===== src/rtl/pipe_ctrl_pkg.sv =====
// Shared types and constants for the pipeline sequencing controller.
// Imported by hazard_detect and pipeline_control.
package pipe_ctrl_pkg;

    typedef enum logic [1:0] {
        RUN    = 2'd0,
        DRAIN  = 2'd1,
        HALTED = 2'd2
    } state_t;

    localparam int DRAIN_CYCLES = 3;

    localparam logic [3:0] OP_B   = 4'hC;
    localparam logic [3:0] OP_BR  = 4'hD;
    localparam logic [3:0] OP_HLT = 4'hF;

    localparam logic [3:0] REG_ZERO = 4'd0;

    function automatic logic is_zero_reg(input logic [3:0] r);
        return r == REG_ZERO;
    endfunction

endpackage


===== src/rtl/hazard_detect.sv =====
// Combinational register-ID compares for load-use and branch-operand hazards.
// R0 is hardwired, so a zero destination never raises a hazard.
module hazard_detect
    import pipe_ctrl_pkg::*;
(
    input  logic       mem_read_de,
    input  logic       reg_write_de,
    input  logic       flag_write_de,
    input  logic [3:0] rd_de,
    input  logic       mem_read_xm,
    input  logic [3:0] rd_xm,
    input  logic [3:0] rs_fd,
    input  logic [3:0] rt_fd,
    input  logic       uses_rs_fd,
    input  logic       uses_rt_fd,
    input  logic       is_branch_fd,
    input  logic       is_br_reg_fd,
    output logic       load_use,
    output logic       branch_hazard
);

    logic de_live;
    logic xm_live;
    logic rs_hit_de;
    logic rt_hit_de;
    logic rs_hit_xm;

    assign de_live   = !is_zero_reg(rd_de);
    assign xm_live   = !is_zero_reg(rd_xm);
    assign rs_hit_de = de_live && (rd_de == rs_fd);
    assign rt_hit_de = de_live && (rd_de == rt_fd);
    assign rs_hit_xm = xm_live && (rd_xm == rs_fd);

    assign load_use = mem_read_de &&
                      ((uses_rs_fd && rs_hit_de) ||
                       (uses_rt_fd && rt_hit_de));

    // BR reads its target from rs in decode, so it cannot use forwarding
    assign branch_hazard = (is_branch_fd && flag_write_de) ||
                           (is_br_reg_fd && reg_write_de && rs_hit_de) ||
                           (is_br_reg_fd && mem_read_xm && rs_hit_xm);

endmodule


===== src/rtl/pipeline_control.sv =====
// Pipeline sequencing: stall, flush, bubble, memory freeze and HLT drain.
// Also keeps a saturating count of hazard-stall cycles.
module pipeline_control #(
    parameter int DRAIN_CYCLES = 3,
    parameter int CNT_W        = 16
) (
    input  logic             clk,
    input  logic             rst,
    input  logic             mem_busy,
    input  logic [3:0]       rs_fd,
    input  logic [3:0]       rt_fd,
    input  logic             uses_rs_fd,
    input  logic             uses_rt_fd,
    input  logic             is_branch_fd,
    input  logic             is_br_reg_fd,
    input  logic             branch_taken_fd,
    input  logic             halt_fd,
    input  logic             mem_read_de,
    input  logic             reg_write_de,
    input  logic             flag_write_de,
    input  logic [3:0]       rd_de,
    input  logic             mem_read_xm,
    input  logic [3:0]       rd_xm,
    output logic             pc_we,
    output logic             fd_we,
    output logic             de_we,
    output logic             xm_we,
    output logic             mw_we,
    output logic             fd_flush,
    output logic             de_bubble,
    output logic             halted,
    output logic [CNT_W-1:0] stall_count
);

    import pipe_ctrl_pkg::*;

    localparam int DW = (DRAIN_CYCLES > 1) ? $clog2(DRAIN_CYCLES) : 1;
    localparam logic [DW-1:0] DRAIN_LOAD = DW'(DRAIN_CYCLES - 1);

    state_t          state;
    logic [DW-1:0]   drain_cnt;
    logic            load_use;
    logic            branch_hazard;
    logic            stall_hit;
    logic            halt_start;
    logic            drain_step;

    hazard_detect u_hazard (
        .mem_read_de   (mem_read_de),
        .reg_write_de  (reg_write_de),
        .flag_write_de (flag_write_de),
        .rd_de         (rd_de),
        .mem_read_xm   (mem_read_xm),
        .rd_xm         (rd_xm),
        .rs_fd         (rs_fd),
        .rt_fd         (rt_fd),
        .uses_rs_fd    (uses_rs_fd),
        .uses_rt_fd    (uses_rt_fd),
        .is_branch_fd  (is_branch_fd),
        .is_br_reg_fd  (is_br_reg_fd),
        .load_use      (load_use),
        .branch_hazard (branch_hazard)
    );

    always_comb begin
        pc_we      = 1'b0;
        fd_we      = 1'b0;
        de_we      = 1'b0;
        xm_we      = 1'b0;
        mw_we      = 1'b0;
        fd_flush   = 1'b0;
        de_bubble  = 1'b0;
        stall_hit  = 1'b0;
        halt_start = 1'b0;
        drain_step = 1'b0;
        if (rst || state == HALTED || mem_busy) begin
            // everything frozen
        end else if (load_use || branch_hazard) begin
            de_we     = 1'b1;
            xm_we     = 1'b1;
            mw_we     = 1'b1;
            de_bubble = 1'b1;
            stall_hit = 1'b1;
        end else if (state == RUN && branch_taken_fd) begin
            pc_we    = 1'b1;
            fd_we    = 1'b1;
            de_we    = 1'b1;
            xm_we    = 1'b1;
            mw_we    = 1'b1;
            fd_flush = 1'b1;
        end else if (state == RUN && halt_fd) begin
            fd_we      = 1'b1;
            de_we      = 1'b1;
            xm_we      = 1'b1;
            mw_we      = 1'b1;
            fd_flush   = 1'b1;
            halt_start = 1'b1;
        end else if (state == DRAIN) begin
            fd_we      = 1'b1;
            de_we      = 1'b1;
            xm_we      = 1'b1;
            mw_we      = 1'b1;
            fd_flush   = 1'b1;
            drain_step = 1'b1;
        end else begin
            pc_we = 1'b1;
            fd_we = 1'b1;
            de_we = 1'b1;
            xm_we = 1'b1;
            mw_we = 1'b1;
        end
    end

    always_ff @(posedge clk) begin
        if (rst) begin
            state       <= RUN;
            drain_cnt   <= '0;
            stall_count <= '0;
        end else begin
            if (halt_start) begin
                state     <= DRAIN;
                drain_cnt <= DRAIN_LOAD;
            end else if (drain_step) begin
                if (drain_cnt == '0) begin
                    state <= HALTED;
                end else begin
                    drain_cnt <= drain_cnt - 1'b1;
                end
            end
            if (stall_hit && stall_count != '1) begin
                stall_count <= stall_count + 1'b1;
            end
        end
    end

    assign halted = (state == HALTED);

endmodule


===== config.mk =====
export PLATFORM = sky130hd
export DESIGN_NAME = pipeline_control
export DESIGN_NICKNAME = d
export VERILOG_FILES = /design/src/rtl/pipe_ctrl_pkg.sv /design/src/rtl/hazard_detect.sv /design/src/rtl/pipeline_control.sv
export SDC_FILE = /design/constraint.sdc
export NUM_CORES = 1
export LEC_CHECK = 0
export CAP_MARGIN = 30
export CORE_UTILIZATION = 43
export CTS_CLUSTER_SIZE = 14
export DETAILED_ROUTE_END_ITERATION = 8
export PLACE_DENSITY = 0.8
export SYNTH_ARGS = -nofsm -noshare
export SYNTH_HDL_FRONTEND = slang
export SYNTH_SLANG_ARGS = --single-unit

===== constraint.sdc =====
create_clock -name clk -period 2.8 [get_ports clk]
set_clock_uncertainty 0.15 [all_clocks]
set_input_delay 0.56 -clock clk [delete_from_list [all_inputs] [get_ports clk]]
set_output_delay 0.56 -clock clk [all_outputs]
set_load 0.01 [all_outputs]

==> metrics.csv <==
stage,metric,value,unit
status,status,"complete, but fails checks",
status,failing checks,design-rule violations,
synthesis,Syn Nets,195,
drt,Detailed Routing Iterations Pass 1,7,
floorplanning,Die W,56.8,um
synthesis,sequential area share after synthesis,0.310,
floorplanning,initial core utilization,0.460,
drt,via/cell ratio,5.64,
power,Leak Pwr,0.865,nW
synthesis,synthesized area per cell,7.83,um2
power,P per Cell Area,283,nW/um2
synthesis,"EDFF count, synth",0,
clocking,H-tree depth,1,
timing,Rel. slew slack,0.731,
placement,number of port buffers,52,
clocking,Worst-Skew Late Latency,300,ps
global_routing,total grt overflow,0,
power,Peak VDD IR,139,uV
drt,wire length per cell,15.0,um
timing,fmax,364,MHz
clocking,Clock Pin Slew Worst Setup and Hold Paths,110,ps
global_routing,largest net degree at the start of global routing,25,
worst_hold_path,Tightest Hold Check Type,flip-flop to flip-flop,
clocking,CTS tree,yes,
floorplanning,# rows,19,
synthesis,Post-Syn Instances,165,
worst_setup_path,FF-to-FF path depth,7,
placement,gpl congestion,0.856,
timing,Slew @ Worst Pin,402,ps
placement,Final HPWL DP,2870,um
global_routing,vias in the first global route,1423,
layout,number of diodes,0,
worst_setup_path,Crit path buffers/inverters,3,
worst_hold_path,hold path endpoint,drain_cnt[1],
layout,Final Util,0.745,
synthesis,Post-Syn Area,1290,um2
job,number of max-cap violations,0,
timing,Final Hold Fails,0,
worst_setup_path,"reg-to-reg slack, setup",470,ps
global_routing,Tot GR Track Use,0.252,
synthesis,Netlist cell types,42,
worst_setup_path,kind of critical path,primary input to flip-flop,
layout,Final #Nets,270,
floorplanning,core area,2810,um2
global_routing,initial antenna violation count,0,
drt,DR iter-0 viols,68,
timing,period utilization,0.982,
worst_setup_path,Crit Reg-Reg Endpoint,stall_count[13],
floorplanning,chip height,56.8,um
synthesis,top_reg_cell synth,dfxtp_1,
synthesis,"Async S/R FF share, synth",0,
layout,Non-Filler Instances,269,
timing,max-slew violation count,0,
timing,TNS Setup,0,ps
worst_setup_path,CP Cell Sequence,clkdlybuf4s50_1 -> nand2_2 -> nor4_4 -> o21ai_2 -> and4_4 -> buf_4 -> buf_4 -> nor4_1 -> mux2_2,
drt,via count,1516,
worst_setup_path,Most Frequent Cell on Critical Path,buf_4,
timing,Final setup viols,0,
worst_setup_path,Top delay family on crit path,simple AND/OR/NAND/NOR gates,
layout,Area Overhead vs Synth,61.8,%
synthesis,#FFs+latches synth,20,
synthesis,Yosys warnings,0,
worst_setup_path,CP Data Required Time,2850,ps
timing,Final min period,2750,ps
layout,share of layout cells above drive strength 1,0.248,
worst_setup_path,Crit. End Element,flip-flop,
drt,Post-DRT Antenna Nets,0,
placement,cell count after placement,257,
worst_setup_path,CP startpoint kind,primary input,
worst_setup_path,critical path's largest stage delay,500,ps
global_routing,first-pass GRT wire length,6420,um
clocking,CTS Buf Count,3,
drt,DRC Markers,6,
worst_setup_path,CP max stage cell,clkdlybuf4s50_1,
worst_setup_path,arrival time at the worst endpoint,2800,ps
clocking,Sink Count,20,
clocking,clock root cell,clkbuf_4,
worst_setup_path,reg2reg start,stall_count[0],
floorplanning,die area,3230,um2
clocking,clk buf depth,2,
worst_setup_path,Worst Path Max Fanout,24,
drt,drt total wl,4040,um
worst_hold_path,hold path startpoint,drain_cnt[1],
worst_hold_path,WHS Path Cells,2,
floorplanning,io pins,53,
state kept, by name, indices dropped and copies added, names as in the netlist:
register	count
stall_count	16
drain_cnt	2
state	2
metal layers:
| layer | track usage | wire (um) |
|---|---|---|
| met5 | 0 | 0 |
| met4 | 0.0836 | 48 |
| met3 | 0.0461 | 226 |
| met2 | 0.429 | 2110 |
| met1 | 0.321 | 1650 |
synth_stat cells, types with 2 or more instances:
library cell	instances	area, um2
o21ai_0	7	35.0
and3_1	4	25.0
clkbuf_1	5	18.8
or3_1	4	25.0
nand3_1	5	25.0
xor2_1	7	61.3
or4_1	7	52.6
a21oi_1	11	55.1
dfxtp_1	20	400
nand2_1	18	67.6
and2_1	2	12.5
buf_4	2	15.0
nor4_1	4	25.0
nor2_1	12	45.0
nor2b_1	3	18.8
o31ai_1	3	22.5
nor3_1	6	30.0
mux2_2	2	22.5
buf_6	2	22.5
nand4_1	5	31.3
xnor2_1	2	17.5
o21ai_1	2	10.0
o311ai_0	5	43.8
o41ai_1	3	26.3
inv_1	7	26.3
final cells by class:
type / count / area (um2)
Timing Repair Buffer: 80 / 707
Inverter: 7 / 26.3
Tap cell: 31 / 38.8
Multi-Input combinational cell: 128 / 895
Clock buffer: 3 / 22.5
Fill cell: 204 / 716
Sequential cell: 20 / 400
how the worst max path moves through the flow:
stage                 endpoint  slack (ps)        from  cells after the start
6_report        stall_count[9]          50  uses_rt_fd                      9
5_1_grt        stall_count[11]         -20  uses_rt_fd                      9
4_1_cts                  pc_we           3    rt_fd[3]                      8
3_5_place_dp         de_bubble        -570    rd_de[0]                      7
3_3_place_gp         de_bubble        -450    rd_de[3]                      7
2_1_floorplan        de_bubble         300    rd_de[3]                      8
cells by family (layout without fill, tap and decap cells):
kind of cell    count (synthesis)  after routing  share of synthesized area
compound gates                 36             36                      0.183
xor+xnor                        9              9                     0.0610
fa+ha+maj                       1              1                    0.00969
buf+inv                        17             90                     0.0678
flops                          20             20                      0.310
mux                             3              3                     0.0252
simple gates                   79             79                      0.343
repair_timing:
| action | in CTS | in global routing |
|---|---|---|
| pin swaps | 8 | 9 |
| gates resized for setup | 37 | 22 |
| setup endpoints to repair | 9 | 8 |
| gates cloned | 0 | 0 |
| buffers inserted | 9 | 0 |
| hold buffers | 0 | 0 |
layout by cell type, fill, tap and decap left out, types with 6 or more instances in the layout:
master           synthesis  routed
o21ai_0                  7       6
clkdlybuf4s50_1          0      30
nor2_1                  12      11
or4_1                    7       7
dfxtp_1                 20      20
nand2_1                 18      17
dlymetal6s2s_1           0       7
dlygate4sd2_1            0       9
inv_1                    7       7
buf_4                    2      28
a21oi_1                 11      10
tightest hold or removal path: stages (launching register included):
cell	delay [ps]
dfxtp_1	360
nand2_1	60
o21ai_0	60
power breakdown:
| part | internal (mW) | switching, mW |
|---|---|---|
| clock | 0.0501 | 0.0872 |
| sequential | 0.287 | 0.00265 |
| combinational | 0.0870 | 0.0780 |
| total | 0.424 | 0.168 |
metrics by stage:
step	cell area, um2	hold WS (ps)	worst slack (ps)	power, mW
6_report	2090	371	50.6	0.592
5_1_grt	2090	418	-24.7	0.623
4_1_cts	2040	367	2.83	0.585
3_5_place_dp	1930	349	-572	0.433
3_3_place_gp	1930	329	-454	0.429
2_1_floorplan	1290	312	303	0.351
No activity file was read; power rests on OpenSTA's default activity.
